## config.mk

```make
export PLATFORM = sky130hd
export DESIGN_NAME = scrambler_tx
export DESIGN_NICKNAME = d
export VERILOG_FILES = /design/src/rtl/scr_pkg.sv /design/src/rtl/lfsr_keystream.sv /design/src/rtl/scrambler_tx.sv
export SDC_FILE = /design/constraint.sdc
export NUM_CORES = 1
export LEC_CHECK = 0
export CAP_MARGIN = 20
export CORE_ASPECT_RATIO = 0.8
export CORE_UTILIZATION = 46
export CTS_BUF_LIST = sky130_fd_sc_hd__clkbuf_16
export DETAILED_ROUTE_END_ITERATION = 7
export GPL_TIMING_DRIVEN = 0
export PLACE_DENSITY = 0.76
export SYNTH_ARGS = -nofsm -noshare
export SYNTH_HDL_FRONTEND = slang
export SYNTH_HIERARCHICAL = 1
export SYNTH_SLANG_ARGS = --single-unit
```

## constraint.sdc

```tcl
create_clock -name clk -period 1.95 [get_ports clk]
set_input_delay 0.39 -clock clk [delete_from_list [all_inputs] [get_ports clk]]
set_output_delay 0.39 -clock clk [all_outputs]
set_load 0.02 [all_outputs]
```

## src/rtl/scr_pkg.sv

```systemverilog
// rtl/scr_pkg.sv - shared keystream constants, FSM state type and bits-per-byte for the scrambler pair
// Optional parity bit per byte is selected by SCRAMBLER_TX_PARITY_EN.
package scr_pkg;

  localparam int LFSR_W = 15;
  localparam logic [LFSR_W-1:0] SEED = 15'b101011111100101;
  localparam int TAP_HI = 14;
  localparam int TAP_LO = 13;
  localparam int DATA_W_DEF = 8;

`ifdef SCRAMBLER_TX_PARITY_EN
  localparam int PARITY_BITS = 1;
`else
  localparam int PARITY_BITS = 0;
`endif

  localparam int BITS_PER_BYTE = DATA_W_DEF + PARITY_BITS;

  typedef enum logic {
    IDLE  = 1'b0,
    SHIFT = 1'b1
  } scr_state_e;

endpackage

```

## src/rtl/lfsr_keystream.sv

```systemverilog
// rtl/lfsr_keystream.sv - free-running Fibonacci LFSR keystream shared by scrambler and descrambler
// Advances on every clock out of reset; bit 0 is the keystream bit for the current cycle.
module lfsr_keystream #(
  parameter int                LFSR_W = scr_pkg::LFSR_W,
  parameter logic [LFSR_W-1:0] SEED   = scr_pkg::SEED,
  parameter int                TAP_HI = scr_pkg::TAP_HI,
  parameter int                TAP_LO = scr_pkg::TAP_LO
) (
  input  logic              clk,
  input  logic              rst,
  output logic [LFSR_W-1:0] state,
  output logic              ks_bit
);

  always_ff @(posedge clk or posedge rst) begin
    if (rst) begin
      state <= SEED;
    end else begin
      state <= {state[LFSR_W-2:0], state[TAP_HI] ^ state[TAP_LO]};
    end
  end

  assign ks_bit = state[0];

endmodule

```

## src/rtl/scrambler_tx.sv

```systemverilog
// rtl/scrambler_tx.sv - byte-in, serial-out additive scrambler, LSB first, one bit per clock
// Defining SCRAMBLER_TX_PARITY_EN appends an even-parity bit after each byte's MSB.
module scrambler_tx #(
  parameter int                DATA_W = 8,
  parameter int                LFSR_W = scr_pkg::LFSR_W,
  parameter logic [LFSR_W-1:0] SEED   = scr_pkg::SEED,
  parameter int                TAP_HI = scr_pkg::TAP_HI,
  parameter int                TAP_LO = scr_pkg::TAP_LO
) (
  input  logic              clk,
  input  logic              rst,
  input  logic              enable,
  input  logic [DATA_W-1:0] in_data,
  input  logic              in_valid,
  input  logic              in_last,
  output logic              in_ready,
  output logic              scrambled_out,
  output logic              out_valid,
  output logic              out_last,
  output logic [LFSR_W-1:0] lfsr_state
);

  import scr_pkg::*;

  localparam int NBITS = DATA_W + PARITY_BITS;
  localparam int CNT_W = (NBITS > 1) ? $clog2(NBITS) : 1;

  scr_state_e       state, state_nxt;
  logic [NBITS-1:0] shreg, shreg_nxt;
  logic [CNT_W-1:0] cnt, cnt_nxt;
  logic             last_q, last_nxt;
  logic [NBITS-1:0] load_word;
  logic             ks_bit;
  logic             final_bit;
  logic             accept;
  logic             cur_bit;

  lfsr_keystream #(
    .LFSR_W(LFSR_W),
    .SEED  (SEED),
    .TAP_HI(TAP_HI),
    .TAP_LO(TAP_LO)
  ) u_lfsr (
    .clk   (clk),
    .rst   (rst),
    .state (lfsr_state),
    .ks_bit(ks_bit)
  );

`ifdef SCRAMBLER_TX_PARITY_EN
  assign load_word = {^in_data, in_data};
`else
  assign load_word = in_data;
`endif

  // The final bit cycle doubles as the load slot so back-to-back bytes have no bubble.
  assign final_bit     = (state == SHIFT) && (cnt == CNT_W'(NBITS - 1));
  assign in_ready      = (state == IDLE) || final_bit;
  assign accept        = in_valid && in_ready;
  assign out_valid     = (state == SHIFT);
  assign out_last      = final_bit && last_q;
  assign cur_bit       = (state == SHIFT) && shreg[0];
  assign scrambled_out = cur_bit ^ (ks_bit & enable);

  always_ff @(posedge clk or posedge rst) begin
    if (rst) begin
      state  <= IDLE;
      shreg  <= '0;
      cnt    <= '0;
      last_q <= 1'b0;
    end else begin
      state  <= state_nxt;
      shreg  <= shreg_nxt;
      cnt    <= cnt_nxt;
      last_q <= last_nxt;
    end
  end

  always_comb begin
    state_nxt = state;
    shreg_nxt = shreg;
    cnt_nxt   = cnt;
    last_nxt  = last_q;
    case (state)
      IDLE: begin
        if (accept) begin
          state_nxt = SHIFT;
          shreg_nxt = load_word;
          cnt_nxt   = '0;
          last_nxt  = in_last;
        end
      end
      SHIFT: begin
        if (accept) begin
          shreg_nxt = load_word;
          cnt_nxt   = '0;
          last_nxt  = in_last;
        end else if (final_bit) begin
          state_nxt = IDLE;
          shreg_nxt = '0;
          cnt_nxt   = '0;
          last_nxt  = 1'b0;
        end else begin
          shreg_nxt = shreg >> 1;
          cnt_nxt   = cnt + CNT_W'(1);
        end
      end
      default: begin
        state_nxt = IDLE;
      end
    endcase
  end

endmodule

```

==> reports/metrics.cfg <==
[timing]
skew_ns=0.00376
setup_viol=0
slew_viol_final=0
slew_headroom_pct=65.3
worst_slew_pin_slew_ns=0.520
final.min_clock_period_ns=1.90
hold_violations=0
fmax_mhz=525
finalCritPeriodShare_pct=97.7
rsz0062_at_grt=no
setup_ws_ns=0.0456

[power_and_ir_drop]
powerDensity_nw_per_um2=1110
leakage_uw=0.000718
ir_worst_vdd_mv=0.614

[finish]
nFillCells=167
seqCellArea_um2=713
drive_above_1_share_pct=25.6
multi_input_area_um2=344
n_antenna_cell=0
syn2layout_area_growth_pct=37.9
post-route-cell-area_um2=1620
fin_nets=141

[placement]
numPortBuffers=30
hpwlAfterDp_um=1610
post-place-ws_ns=-0.173
place_congestion=0.735
placed_cell_area_um2=1520

[floorplanning]
die_width_um=58.4
core-area_um2=2270
die_y_um=47.2
start_util_pct=51.6
die_area_um2=2760
row_count=15
ios=32

[setup_path]
r2r_slack_ns=0.35
worst-path-max-fanout=3
startpoint_type=flop
endpoint_kind=primary output
crit_type=flop to primary output
critPathRequiredTime_ns=1.56
cp.arrival_ns=1.51

[global_routing]
grt_overflow=0
antenna_found_initial=0
grt_max_degree=16
grt_pass1_wl_um=3760
grt_pass1_vias=815
grt_use_total_pct=19.6

[yosys]
syn_area_um2=1170
synthArstFlopShare_pct=100
yosysSeqAreaShare_pct=60.8
syn_inst=88
syn_nets=103
synth_flop_cell=dfrtp_1
syn_avg_cell_area_um2=13.3
synth_cell_types=23
synth-edff-count=0
yosys_warnings=6
ys_ff_latch=28

[route]
drt_wl_total_um=2330
drtIter0Drc=17
vias=791
wl_per_cell_um=14.7
dr.pass1.iters=4
postRouteAntennaNets=0
route.detailed.drc=0
viasPerCell=4.97

[clock_tree]
clock_path_buffers=2
numCtsBuffers=3
cts-root-buf=clkbuf_16
cts_tree=done
clk_latency_ns=0.26
clk_pin_slew_ns=0.06
cts.htree.levels=1
cts.sinks=28

[job]
maxCapViolCount=0

[min_path]
hold_path.class=flop to flop

[run_status]
status=complete, no violations

[Yosys cell counts (2+ instances only)]
| cell type | n | area share (%) |
|---|---|---|
| a32o_1 | 2 | 1.7 |
| buf_2 | 3 | 1.3 |
| buf_6 | 3 | 2.9 |
| dfrtp_1 | 18 | 38 |
| dfstp_2 | 10 | 22 |
| ha_1 | 2 | 2.1 |
| inv_1 | 11 | 3.5 |
| mux2i_1 | 9 | 7.7 |
| nand2_1 | 3 | 0.96 |
| nand3_1 | 8 | 3.4 |
| o221ai_1 | 5 | 3.7 |
| o221ai_2 | 2 | 2.6 |
| xor2_1 | 2 | 1.5 |
[metrics by stage]
stage | cells | hold slack [ns] | setup TNS, ns | total power [uW] | utilization [%]
4_1_cts | 158 | 0.366 | 0 | 1780 | 70.7
3_3_place_gp | 152 | 0.357 | -0.420 | 1260 | 66.7
2_1_floorplan | 88 | 0.267 | 0 | 1130 | -
5_1_grt | 159 | 0.370 | 0 | 1900 | 71.2
3_5_place_dp | 152 | 0.356 | -0.446 | 1290 | 66.7
6_report | 159 | 0.363 | 0 | 1800 | 71.2
[layout make-up]
type	count	area share, %
plain buffers	8	5.11
clock buffers	3	4.64
clock inverters	1	0.232
inverters	11	2.55
multi-input cells	41	21.3
flip-flops and latches	28	44.1
well taps	34	2.63
repair buffers	33	19.4
[state kept, by name, indices dropped and copies added (netlist names)]
register / flops
cnt: 3
last_q: 1
out_valid: 1
shreg: 8
u_lfsr/state: 15
[critical path, cell delays in order (launching register included)]
cell             delay, ns
dfstp_2               0.56
buf_4                 0.11
clkdlybuf4s50_1       0.59
[timing repair]
| item | 4_1_cts | 5_1_grt |
|---|---|---|
| endpoints found under the setup margin | 3 | 1 |
| endpoints found under the hold margin | 0 | 0 |
| resized for setup | 12 | 1 |
| hold buffers | 0 | 0 |
| setup buffers | 2 | 1 |
[kinds of logic after synthesis]
logic type                 count (synthesis)  share of synthesized area [%]
xor gates and xnor gates                   2                           1.49
adders and majority gates                  2                           2.13
buffers and inverters                     19                           10.0
muxes                                      9                           7.68
AOI/OAI and AO/OA                         12                           10.6
DFF                                       28                           60.8
and+or+nand+nor                           16                           7.26
[report_power, final]
group	internal, uW	total, uW	switching (uW)
clock	274	454	179
combinational	307	605	298
sequential	684	738	53.5
total	1270	1800	531
[placed cells by master (no fill, tap or decap), types with 2 or more instances in the layout]
| cell | count |
|---|---|
| o221ai_2 | 2 |
| nand3_1 | 8 |
| inv_1 | 11 |
| dfrtp_1 | 18 |
| buf_2 | 3 |
| buf_4 | 5 |
| buf_6 | 4 |
| o221ai_1 | 5 |
| clkbuf_16 | 3 |
| dfstp_2 | 10 |
| mux2i_1 | 9 |
| nand2_1 | 3 |
| a32o_1 | 2 |
| xor2_1 | 2 |
| clkdlybuf4s50_1 | 27 |
[final timing paths]
check | cells past startpoint | end | startpoint
setup reg to reg | 6 | shreg[2]$_DFFE_PP0P_ | cnt[0]$_DFFE_PP0P_
setup / recovery | 2 | lfsr_state[0] | u_lfsr/state[0]$_DFF_PP1_
hold reg to reg | 0 | u_lfsr/state[9]$_DFF_PP1_ | u_lfsr/state[8]$_DFF_PP1_
hold / removal | 0 | u_lfsr/state[9]$_DFF_PP1_ | u_lfsr/state[8]$_DFF_PP1_
min in group asynchronous | 2 | shreg[5]$_DFFE_PP0P_ | rst
max in group asynchronous | 2 | u_lfsr/state[6]$_DFF_PP1_ | rst
[routing by layer]
layer / part of all wire [%] / GRT usage (%) / wire (um) / vias up
met1: 44 / 24.0 / 1030 / 399
li1: - / - / - / 373
met2: 51 / 33.8 / 1190 / 17
met3: 4.0 / 5.23 / 93 / 2
met4: 0.77 / 8.10 / 18 / 0
met5: 0 / 0 / 0 / -
(Power assumes the default switching activity.)
